===== config.mk =====
export PLATFORM = sky130hd
export DESIGN_NAME = tri_inside_collect
export DESIGN_NICKNAME = d
export VERILOG_FILES = /design/src/rtl/tri_inside_collect.sv
export SDC_FILE = /design/constraint.sdc
export NUM_CORES = 1
export LEC_CHECK = 0
export CAP_MARGIN = 20
export CELL_PAD_IN_SITES_DETAIL_PLACEMENT = 1
export CELL_PAD_IN_SITES_GLOBAL_PLACEMENT = 1
export CORE_MARGIN = 2
export CORE_UTILIZATION = 40
export DETAILED_ROUTE_END_ITERATION = 8
export GPL_TIMING_DRIVEN = 0
export HOLD_SLACK_MARGIN = 0.06
export PLACE_DENSITY = 0.8
export SYNTH_ARGS = -nofsm -noshare
export SYNTH_HDL_FRONTEND = slang
export SYNTH_SLANG_ARGS = --single-unit

===== constraint.sdc =====
create_clock -name clk -period 2.6 [get_ports clk]
set_input_delay 0.26 -clock clk [delete_from_list [all_inputs] [get_ports clk]]
set_output_delay 0.26 -clock clk [all_outputs]
set_load 0.01 [all_outputs]

===== src/rtl/tri_inside_collect.sv =====
// -----------------------------------------------------------------------------
// tri_inside_collect
//
// Downstream stage of the signP edge-sign unit. Gathers three edge-sign bits
// per test point, declares the point inside the triangle when all three signs
// agree, and queues {index, inside} results in a small registered FIFO with a
// valid/ready output. It also keeps a saturating count of inside points and a
// sticky flag that records a result dropped on a full FIFO.
//
// Parameters
//   DEPTH  result FIFO entries (power of 2, >= 2)
//   IDX_W  width of the point index counter
//   CNT_W  width of the inside counter
//
// Ports
//   clk         rising-edge clock
//   r_n         asynchronous active-low reset
//   clr         synchronous clear, same effect as reset, wins over all inputs
//   s_valid     one-cycle strobe: s carries one edge sign
//   s           edge sign from signP
//   o_valid     FIFO head holds a result
//   o_ready     consumer accepts the head when o_valid & o_ready
//   o_inside    head result: 1 = all three signs equal
//   o_idx       head result: point index
//   inside_cnt  number of accepted inside points, saturating
//   ovf         sticky: a result was dropped because the FIFO was full
// -----------------------------------------------------------------------------
module tri_inside_collect #(
    parameter int DEPTH = 4,
    parameter int IDX_W = 8,
    parameter int CNT_W = 8
) (
    input  logic             clk,
    input  logic             r_n,
    input  logic             clr,
    input  logic             s_valid,
    input  logic             s,
    output logic             o_valid,
    input  logic             o_ready,
    output logic             o_inside,
    output logic [IDX_W-1:0] o_idx,
    output logic [CNT_W-1:0] inside_cnt,
    output logic             ovf
);

    localparam int PTR_W = $clog2(DEPTH);
    localparam int OCC_W = PTR_W + 1;
    localparam int ENT_W = IDX_W + 1;

    localparam logic [1:0] E0 = 2'd0;
    localparam logic [1:0] E1 = 2'd1;
    localparam logic [1:0] E2 = 2'd2;

    localparam logic [OCC_W-1:0] OCC_FULL  = OCC_W'(DEPTH);
    localparam logic [OCC_W-1:0] OCC_EMPTY = OCC_W'(0);
    localparam logic [CNT_W-1:0] CNT_MAX   = {CNT_W{1'b1}};

    logic [1:0]       state_r;
    logic [1:0]       state_nxt_s;
    logic             sg0_r;
    logic             sg1_r;
    logic [IDX_W-1:0] idx_r;

    logic [ENT_W-1:0] mem_r [DEPTH];
    logic [PTR_W-1:0] wr_ptr_r;
    logic [PTR_W-1:0] rd_ptr_r;
    logic [PTR_W-1:0] rd_ptr_nxt_s;
    logic [OCC_W-1:0] occ_r;
    logic [OCC_W-1:0] occ_nxt_s;

    logic [ENT_W-1:0] head_r;
    logic [ENT_W-1:0] head_nxt_s;
    logic [ENT_W-1:0] new_ent_s;
    logic             o_valid_r;
    logic [CNT_W-1:0] cnt_r;
    logic             ovf_r;

    logic triple_s;
    logic inside_s;
    logic full_s;
    logic pop_s;
    logic push_ok_s;
    logic drop_s;

    // A full FIFO still accepts a push when the head leaves in the same cycle.
    assign triple_s  = s_valid && (state_r == E2);
    assign inside_s  = (sg0_r == sg1_r) && (sg1_r == s);
    assign full_s    = (occ_r == OCC_FULL);
    assign pop_s     = (occ_r != OCC_EMPTY) && o_ready;
    assign push_ok_s = triple_s && (!full_s || pop_s);
    assign drop_s    = triple_s && full_s && !pop_s;
    assign new_ent_s = {idx_r, inside_s};

    // Collector FSM next state: advance one step per edge sign.
    always_comb begin
        state_nxt_s = state_r;
        if (s_valid) begin
            case (state_r)
                E0:      state_nxt_s = E1;
                E1:      state_nxt_s = E2;
                E2:      state_nxt_s = E0;
                default: state_nxt_s = E0;
            endcase
        end else begin
            state_nxt_s = state_r;
        end
    end

    // Occupancy after this cycle's push/pop.
    always_comb begin
        occ_nxt_s = occ_r;
        case ({push_ok_s, pop_s})
            2'b10:   occ_nxt_s = occ_r + OCC_W'(1);
            2'b01:   occ_nxt_s = occ_r - OCC_W'(1);
            default: occ_nxt_s = occ_r;
        endcase
    end

    // Next head entry; a push landing directly in the head slot is forwarded
    // so the registered head outputs see it one cycle after the third sign.
    always_comb begin
        rd_ptr_nxt_s = rd_ptr_r;
        head_nxt_s   = mem_r[rd_ptr_r];
        if (pop_s) begin
            rd_ptr_nxt_s = rd_ptr_r + PTR_W'(1);
        end else begin
            rd_ptr_nxt_s = rd_ptr_r;
        end
        if (push_ok_s && (wr_ptr_r == rd_ptr_nxt_s)) begin
            head_nxt_s = new_ent_s;
        end else begin
            head_nxt_s = mem_r[rd_ptr_nxt_s];
        end
    end

    // Collector state, stored signs and point index.
    always_ff @(posedge clk or negedge r_n) begin
        if (!r_n) begin
            state_r <= E0;
            sg0_r   <= 1'b0;
            sg1_r   <= 1'b0;
            idx_r   <= '0;
        end else if (clr) begin
            state_r <= E0;
            sg0_r   <= 1'b0;
            sg1_r   <= 1'b0;
            idx_r   <= '0;
        end else begin
            state_r <= state_nxt_s;
            if (s_valid && (state_r == E0)) begin
                sg0_r <= s;
            end
            if (s_valid && (state_r == E1)) begin
                sg1_r <= s;
            end
            // Index advances even on a dropped push, leaving a visible gap.
            if (triple_s) begin
                idx_r <= idx_r + IDX_W'(1);
            end
        end
    end

    // FIFO storage, pointers, occupancy and registered head outputs.
    always_ff @(posedge clk or negedge r_n) begin
        if (!r_n) begin
            for (int i = 0; i < DEPTH; i++) begin
                mem_r[i] <= '0;
            end
            wr_ptr_r  <= '0;
            rd_ptr_r  <= '0;
            occ_r     <= '0;
            head_r    <= '0;
            o_valid_r <= 1'b0;
        end else if (clr) begin
            for (int i = 0; i < DEPTH; i++) begin
                mem_r[i] <= '0;
            end
            wr_ptr_r  <= '0;
            rd_ptr_r  <= '0;
            occ_r     <= '0;
            head_r    <= '0;
            o_valid_r <= 1'b0;
        end else begin
            if (push_ok_s) begin
                mem_r[wr_ptr_r] <= new_ent_s;
                wr_ptr_r        <= wr_ptr_r + PTR_W'(1);
            end
            rd_ptr_r  <= rd_ptr_nxt_s;
            occ_r     <= occ_nxt_s;
            head_r    <= head_nxt_s;
            o_valid_r <= (occ_nxt_s != OCC_EMPTY);
        end
    end

    // Saturating inside counter and sticky overflow flag.
    always_ff @(posedge clk or negedge r_n) begin
        if (!r_n) begin
            cnt_r <= '0;
            ovf_r <= 1'b0;
        end else if (clr) begin
            cnt_r <= '0;
            ovf_r <= 1'b0;
        end else begin
            if (push_ok_s && inside_s && (cnt_r != CNT_MAX)) begin
                cnt_r <= cnt_r + CNT_W'(1);
            end
            if (drop_s) begin
                ovf_r <= 1'b1;
            end
        end
    end

    assign o_valid    = o_valid_r;
    assign o_inside   = head_r[0];
    assign o_idx      = head_r[ENT_W-1:1];
    assign inside_cnt = cnt_r;
    assign ovf        = ovf_r;

endmodule


==> impl_metrics.yaml, run 1 <==
worst_hold_path:
  hold_path.class: "in -> async"
timing:
  finalHoldViolations: 0
  max_slew.worst_pin.slew_ns: 0.952
  setup_tns_ns: 0
  report.final.slew_viol_count: 0
  rsz0062_at_grt: "yes"
  finalSetupViolCount: 0
  slew-limit-headroom: 0.360
  clock_skew_ns: 0.0123
  fin_crit_ns: 2.54
  whs_ns: 0.409
  finalCritPeriodShare: 0.975
  fmax_mhz: 394
routing:
  dr.pass1.iters: 4
  drc: 0
  vias_per_cell: 5.74
  drt-wirelength-per-cell_um: 19.3
  vias: 3429
  drt_iter0_drc: 152
  ant_nets: 0
  routed_wl_mm: 11.5
die:
  dieArea_um2: 11100
  pin_count: 25
  die_width_um: 105
  initial_utilization: 0.406
  fp-row-count: 37
  die_h_um: 105
  core_um2: 10100
power_and_ir_drop:
  power_density_nw_per_um2: 479
  swShare: 0.277
  p_int_mw: 1.64
  p_total_mw: 2.27
  power.leakage_nw: 2.25
  ir_drop_mv: 0.242
  seqPwrFrac: 0.517
  clockPowerShare: 0.370
  p_switching_mw: 0.630
  combinationalPowerShare: 0.114
logic_synthesis:
  synthCells: 419
  synth_fp_nets: 432
  ys_types: 50
  ys_seq_elements: 74
  async_flop_share: 1.00
  ys_seq_area_frac: 0.450
  syn_avg_cell_area_um2: 9.82
  synth-edff-count: 0
  yosys.area.top_type: "dfrtp_1"
  netlist_area_um2: 4120
  yosys_warnings: 0
  synth_top_area_share: 0.450
  ys_top_cells_by_area: "dfrtp_1 (45%), mux2i_1 (11%), nor2_1 (5.1%)"
  synthFlopType: "dfrtp_1"
setup_path:
  start_kind: "flip-flop"
  endpoint_kind: "flip-flop"
  arrival_ns: 2.74
  worstPathRequired_ns: 2.80
  reg2reg_depth: 9
  path_class: "reg -> reg"
  cp_max_fo: 10
place:
  hpwlAfterDp_mm: 8.00
  port_buffers: 24
  place_congestion: 0.881
  place_inst: 580
grt:
  track_usage: 0.221
  grt_max_degree: 39
  grt_remaining_overflow: 0
  grt_pass1_wl_mm: 19.0
  antenna_found_initial: 0
  grt_pass1_vias: 3718
clock_network:
  worstSkewPairLatency_ns: 0.36
  cts_sinks: 74
  root_buffer: "clkbuf_8"
  post_cts_buffers: 0
  clk_pin_slew_ns: 0.08
  cts_max_path_buffers: 2
  cts_buffers: 9
  cts_tree: "yes"
  htree_levels: 3
job:
  drv_cap: 0
finish:
  final_nets: 469
  area_growth_pct: 15.3
  diodes: 0
  drive_gt1_frac: 0.0933
  fin_cells: 597
  fill_cells: 1175
status:
  status: "finished clean"
## what timing repair did
action	4_1_cts	5_1_grt
setup endpoints to repair	0	3
hold endpoints to repair	37	0
gates resized for setup	0	2
hold buffers	1	0
## synth_stat cells, types with 2 or more instances
master	instances
a21oi_1	16
a311oi_1	9
nand2_1	9
inv_1	5
and3_1	26
ha_1	6
nor2_1	56
nand3b_1	4
xnor2_1	7
nand2b_1	3
or3_1	6
dfrtp_1	74
nor3_1	13
xor2_1	3
a211o_1	2
o31ai_1	3
nor3b_1	16
buf_2	7
o21ai_0	13
or4_1	3
mux2i_1	47
mux2_2	2
clkbuf_1	23
buf_4	6
nand4_1	4
nand3_1	10
nor4_1	18
o41ai_1	2
nor2b_1	5
## through the flow
step / worst slack, ns / instance area [µm²] / util
4_1_cts: 0.00391 / 4730 / 0.467
3_3_place_gp: -1.35 / 4530 / 0.446
2_1_floorplan: 0.370 / 4120 / -
5_1_grt: -0.0574 / 4740 / 0.468
3_5_place_dp: -0.114 / 4540 / 0.448
6_report: 0.0638 / 4740 / 0.468
## kinds of logic (layout without fill, tap and decap cells)
| kind of cell | Yosys count | after routing | synth area share |
|---|---|---|---|
| mux | 49 | 49 | 0.120 |
| compound gates | 55 | 55 | 0.0894 |
| fa+ha+maj | 7 | 7 | 0.0231 |
| simple gates | 180 | 180 | 0.239 |
| xor+xnor | 12 | 12 | 0.0310 |
| buf+inv | 42 | 84 | 0.0477 |
| flops | 74 | 74 | 0.450 |
## area by class of cell
cell class | count | area [µm²] | area share
inverter | 5 | 18.8 | 0.00396
clock buffer | 12 | 155 | 0.0327
clock inverter | 4 | 26.3 | 0.00554
sequential | 74 | 1850 | 0.390
buffer | 37 | 178 | 0.0375
multi-input combinational | 303 | 2080 | 0.438
timing repair buffer | 26 | 268 | 0.0564
tap | 136 | 170 | 0.0359
## registers in the layout, indices dropped and copies added (netlist names)
name,count
wr_ptr_r,2
occ_r,3
mem_r,36
ovf,1
rd_ptr_r,2
inside_cnt,8
sg1_r,1
state_r,2
sg0_r,1
o_valid,1
idx_r,8
head_r,9
## routing by layer
metal | routed length (µm) | vias to the layer above | GRT usage | part of all wire
li1 | - | 1594 | - | -
met1 | 5140 | 1740 | 0.272 | 0.45
met2 | 5710 | 77 | 0.367 | 0.50
met3 | 439 | 18 | 0.0507 | 0.038
met4 | 218 | 0 | 0.100 | 0.019
met5 | 0 | - | 0 | 0
## power by group through the flow
stage / Clock (mW) / Combinational, mW / Sequential, mW
6_report: 0.841 / 0.258 / 1.17
5_1_grt: 0.921 / 0.281 / 1.18
4_1_cts: 0.869 / 0.257 / 1.17
3_5_place_dp: 0 / 0.255 / 1.20
3_3_place_gp: 0 / 0.244 / 1.20
2_1_floorplan: 0 / 0.140 / 1.20
## critical path, cell delays in order, from the launching register on
cell      delay [ns]
dfrtp_1         0.41
buf_4           0.18
o31a_2          0.35
buf_2           0.21
nand2_2         0.12
inv_1           0.11
fa_1            0.42
nand3b_1        0.21
a31oi_2         0.24
a41oi_1         0.13
## cell usage in the layout, fill, tap and decap left out, types with 3 or more instances in the layout
cell type         n
or3_1             6
nand3b_1          4
nor4_1           18
xor2_1            3
nor2_1           56
a311oi_1          9
or4_1             3
o31ai_1           3
nor3b_1          16
buf_2             7
nand2_1           8
nand2b_1          3
buf_4             7
xnor2_1           7
clkbuf_8         11
dfrtp_1          74
inv_1             5
mux2i_1          47
o21ai_0          13
clkdlybuf4s50_1  23
nor3_1           13
clkbuf_1         24
nand3_1          10
nand4_1           4
and3_1           26
ha_1              6
a21oi_1          16
nor2b_1           5
## worst paths after layout
kind / end / slack, ns / start
worst max-delay path: o_valid$_DFF_PN0_ / 0.06 / occ_r[1]$_DFF_PN0_
worst min-delay path: mem_r[15]$_DFFE_PN0P_ / 0.41 / r_n
worst max register to register: o_valid$_DFF_PN0_ / 0.06 / occ_r[1]$_DFF_PN0_
worst min register to register: ovf$_DFFE_PN0P_ / 0.52 / ovf$_DFFE_PN0P_
max in group asynchronous: rd_ptr_r[1]$_DFF_PN0_ / 1.61 / r_n
min in group clk: ovf$_DFFE_PN0P_ / 0.52 / ovf$_DFFE_PN0P_
Power figures use the tool's default switching activity.
==> inputs of run 2 (changes only) <==
DONT_BUFFER_PORTS = 1   (was default)
PLACE_DENSITY = 0.76   (was 0.8)
==> run 2 against run 1 <==
Setup slack gained 0.094 ns. Register-to-register slack improved by 0.09 ns. Design area down 3.0%. Critical endpoint unchanged. Largest cell class unchanged. Highest routed layer unchanged.
==> impl_metrics.yaml, run 2 (synthesis results as in run 1) <==
finish:
  seq_area_um2: 1850
  final_cell_mix: "dfrtp_1 (74), nor2_1 (56), mux2i_1 (47)"
  drive_gt1_frac: 0.0982
  final_util: 0.454
  regMostFlops: "mem_r"
  multiInputGateArea_um2: 2080
  fill_cells: 1131
  diodes: 0
  largest_reg_flops: 36
  top_regs: "mem_r: 36 flops, head_r: 9 flops"
  final_common_cell: "dfrtp_1"
  final_nets: 446
  area_growth_pct: 11.9
timing:
  slew-limit-headroom: 0.534
  report.final.slew_viol_count: 0
  setup_tns_ns: 0
  fin_crit_ns: 2.44
  rsz0062_at_grt: "no"
  finalSetupViolCount: 0
  clock_skew_ns: 0.00715
  finalCritPeriodShare: 0.939
  finalHoldViolations: 0
  fmax_mhz: 409
  max_slew.worst_pin.slew_ns: 0.695
setup_path:
  critPathLaunch: "occ_r[1]$_DFF_PN0_"
  path_class: "reg -> reg"
  endpoint: "o_valid$_DFF_PN0_"
  r2r_slack_ns: 0.16
  rr_startpoint: "occ_r[1]$_DFF_PN0_"
  endpoint_kind: "flip-flop"
  r2r-end: "o_valid$_DFF_PN0_"
  arrival_ns: 2.65
  worstPathRequired_ns: 2.81
  cp_max_fo: 10
  reg2reg_depth: 8
  start_kind: "flip-flop"
routing:
  drc: 0
  drt_iter0_drc: 188
  vias_per_cell: 5.92
  routed_wl_mm: 11.9
  ant_nets: 0
  vias: 3400
  dr.pass1.iters: 4
  drt-wirelength-per-cell_um: 20.8
clock_network:
  cts_max_path_buffers: 2
  post_cts_buffers: 0
  clk_pin_slew_ns: 0.08
  cts_buffers: 9
  worstSkewPairLatency_ns: 0.37
  cts_tree: "yes"
  cts_sinks: 74
  htree_levels: 3
  root_buffer: "clkbuf_8"
die:
  dieArea_um2: 11100
  initial_utilization: 0.406
  pin_count: 25
  core_um2: 10100
  die_h_um: 105
  die_width_um: 105
  fp-row-count: 37
place:
  port_buffers: 0
  hpwlAfterDp_mm: 7.83
  place_congestion: 0.862
grt:
  antenna_found_initial: 0
  grt_pass1_wl_mm: 19.6
  grt_remaining_overflow: 0
  grt_max_degree: 75
  track_usage: 0.229
  grt_pass1_vias: 3708
worst_hold_path:
  hold_path.class: "in -> reg"
power_and_ir_drop:
  seqPwrFrac: 0.459
  swShare: 0.252
  ir_drop_mv: 0.390
  p_switching_mw: 0.646
  power_density_nw_per_um2: 557
  combinationalPowerShare: 0.094
  p_int_mw: 1.92
  power.leakage_nw: 2.20
  clockPowerShare: 0.447
job:
  drv_cap: 0
status:
  status: "finished clean"
## run 2: cell type report
class                   count  share of cell area
plain buffers              36              0.0375
clock buffers              11              0.0329
clock inverters             5              0.0217
inverters                   5             0.00408
multi-input cells         303               0.452
flip-flops and latches     74               0.402
well taps                 136              0.0370
repair buffers              4              0.0125
## run 2: worst min path at each step
| stage | startpoint | end | cells after the start |
|---|---|---|---|
| after floorplan | r_n | head_r[0]$_DFF_PN0_ | 0 |
| after global placement | r_n | head_r[3]$_DFF_PN0_ | 0 |
| after detailed placement | r_n | head_r[3]$_DFF_PN0_ | 0 |
| after CTS | s_valid | state_r[0]$_DFFE_PN0P_ | 2 |
| after global routing | s_valid | state_r[0]$_DFFE_PN0P_ | 2 |
| final | s_valid | state_r[0]$_DFFE_PN0P_ | 2 |
## run 2: routing by layer
| layer | vias to the layer above | share of wire | wire (µm) | global-route usage |
|---|---|---|---|---|
| met4 | 0 | 0.028 | 332 | 0.106 |
| met5 | - | 0 | 0 | 0 |
| met1 | 1748 | 0.43 | 5140 | 0.278 |
| li1 | 1546 | - | - | - |
| met3 | 25 | 0.045 | 536 | 0.0513 |
| met2 | 81 | 0.50 | 5920 | 0.387 |
## run 2: through the flow
stage | hold WS (ns) | total power [mW] | setup WS [ns] | instances | area [µm²]
floorplan | -0.0356 | 1.34 | 0.370 | 419 | 4120
global placement | -0.0337 | 1.40 | 0.119 | 555 | 4290
CTS | 0.0629 | 2.59 | 0.0206 | 575 | 4590
detailed placement | -0.0338 | 1.41 | 0.0336 | 555 | 4290
finish | 0.0767 | 2.57 | 0.158 | 574 | 4600
global route | 0.0727 | 2.65 | 0.0159 | 574 | 4600
## run 2: what timing repair did
action | CTS | global route
gates resized for setup | 0 | 3
endpoints found under the setup margin | 0 | 10
hold endpoints to repair | 77 | 0
hold buffers | 4 | 0
## run 2: worst max-delay path, stage by stage, from the launching register on
cell      delay [ns]
dfrtp_1         0.41
buf_4           0.18
o31a_2          0.47
nand2_2         0.12
inv_1           0.12
fa_1            0.42
nand3b_1        0.21
a31oi_2         0.23
a41oi_1         0.13
## run 2: power groups by stage
stage	logic (mW)	clock network, mW	registers (mW)
global route	0.263	1.20	1.18
floorplan	0.140	0	1.20
finish	0.241	1.15	1.18
global placement	0.197	0	1.20
detailed placement	0.205	0	1.20
CTS	0.239	1.17	1.18
==> RTL edit, RTL diff (settings of run 2) <==
Set the parameter `IDX_W` to 9 (it was 8).
--- a/src/rtl/tri_inside_collect.sv
+++ b/src/rtl/tri_inside_collect.sv
@@ -27,7 +27,7 @@
 // -----------------------------------------------------------------------------
 module tri_inside_collect #(
     parameter int DEPTH = 4,
-    parameter int IDX_W = 8,
+    parameter int IDX_W = 9,
     parameter int CNT_W = 8
 ) (
     input  logic             clk,
Ports: changed (resized o_idx); port bits go from 25 to 26. The function was not compared with the original's and may differ.
==> RTL edit against run 2 <==
Worst setup slack worse by 45 ps; critical path depth increased by 1; via count up 8.1%; utilization increased by 0.95 points; synthesized cell count up 10%; sequential cell count is 6 higher; total power is 4.3% higher; wire length is 9.0% higher; sequential power up 7%; synthesized area is 10% higher; cell area up 10%; combinational power is 32% lower; highest routed layer unchanged.
==> RTL edit: results (changes against run 2) <==
| Metric | Value |
|---|---|
| Vias in the first global route | 4079 (was 3708) |
| Static leakage | 2.42 nW (was 2.20 nW) |
| Worst-margin pin slew | 909 ps (was 695 ps) |
| RD Place Congestion | 0.829 (was 0.862) |
| Post-CTS Hold Buffers | 2 (was 4) |
| Post-layout net count | 489 (was 446) |
| Total Wirelength | 13000 um (was 11900 um) |
| Synth cell types | 54 (was 50) |
| Mux share of post-synthesis cell area | 0.129 (was 0.120) |
| WL per Instance | 20.9 um (was 20.8 um) |
| Via count | 3677 (was 3400) |
| CP arrival | 2690 ps (was 2650 ps) |
| Post_cts resized | 4 (was 0) |
| Sequential area share after synthesis | 0.441 (was 0.450) |
| GRT Total Usage | 0.219 (was 0.229) |
| Status | complete, no violations (unchanged) |
| Pin count of the biggest net entering global routing | 81 (was 75) |
| 1st-iter DRT viols | 194 (was 188) |
| CTS root buf | clkbuf_16 (was clkbuf_8) |
| Largest registers | mem_r (40), head_r (10), idx_r (9) (was mem_r (36), head_r (9)) |
| Met2 Resource Use GR | 0.375 (was 0.387) |
| Clock Latency Late Sink | 350 ps (was 370 ps) |
| GRT met3 Usage | 0.0351 (was 0.0513) |
| Net Sw Frac | 0.238 (was 0.252) |
| Slowest CP cell | fa_1 (was o31a_2) |
| Compound-Gate Fraction of Synth Area | 0.117 (was 0.0894) |
| Met1 Use GR | 0.275 (was 0.278) |
| Layout cells sized above 1 | 0.0977 (was 0.0982) |
| Gate Count Post-Synth | 461 (was 419) |
| Adder-Cell Fraction of Synth Area | 0.0209 (was 0.0231) |
| Clk pin slew, worst setup/hold paths | 60 ps (was 80 ps) |
| DP HPWL | 8680 um (was 7830 um) |
| Synthesized Nets | 474 (was 432) |
==> RTL edit: stage by stage <==
stage	setup TNS (ps)	cell area, um^2	setup WS (ps)	utilization
detailed placement	-500	4710	-281	0.431
global placement	-333	4710	-199	0.431
floorplan	0	4540	168	-
CTS	0	5040	12.3	0.461
finish	0	5070	113	0.464
global route	-2.64	5070	-2.64	0.464
==> RTL edit: per-layer routing <==
metal	part of all wire	wire [um]
met4	0.023	295
met1	0.45	5810
met5	0	0
met3	0.038	499
met2	0.49	6390
==> RTL edit: worst paths after layout <==
kind | start | to | slack [ps] | cells past startpoint
max | occ_r[2] | o_valid | 110 | 9
max in group asynchronous | r_n | wr_ptr_r[1] | 1750 | 2
min reg2reg | mem_r[5] | mem_r[5] | 530 | 2
max reg2reg | occ_r[2] | o_valid | 110 | 9
min in group asynchronous | r_n | mem_r[11] | 470 | 2
min | s | sg0_r | 90 | 2
==> RTL edit: power by group through the flow <==
stage               Clock (mW)  Combinational (mW)  Sequential [mW]
global placement             0               0.126             1.29
CTS                       1.27               0.164             1.26
detailed placement           0               0.129             1.29
floorplan                    0              0.0895             1.28
global route              1.32               0.181             1.26
finish                    1.25               0.165             1.26
==> RTL edit: worst max-delay path: cells and delay by family (launching register included) <==
kind / cells / cell delay, ps
compound gates: 4 / 960
fa+ha+maj: 1 / 390
buf+inv: 2 / 380
flops: 1 / 370
simple gates: 2 / 250
==> RTL edit: area by class of cell <==
class	count	area, um^2
Fill cell	1229	5870
Multi-Input combinational cell	332	2300
Sequential cell	80	2000
Clock buffer	12	236
Buffer	43	228
Tap cell	140	175
Timing Repair Buffer	5	60.1
Clock inverter	4	45.0
Inverter	5	18.8
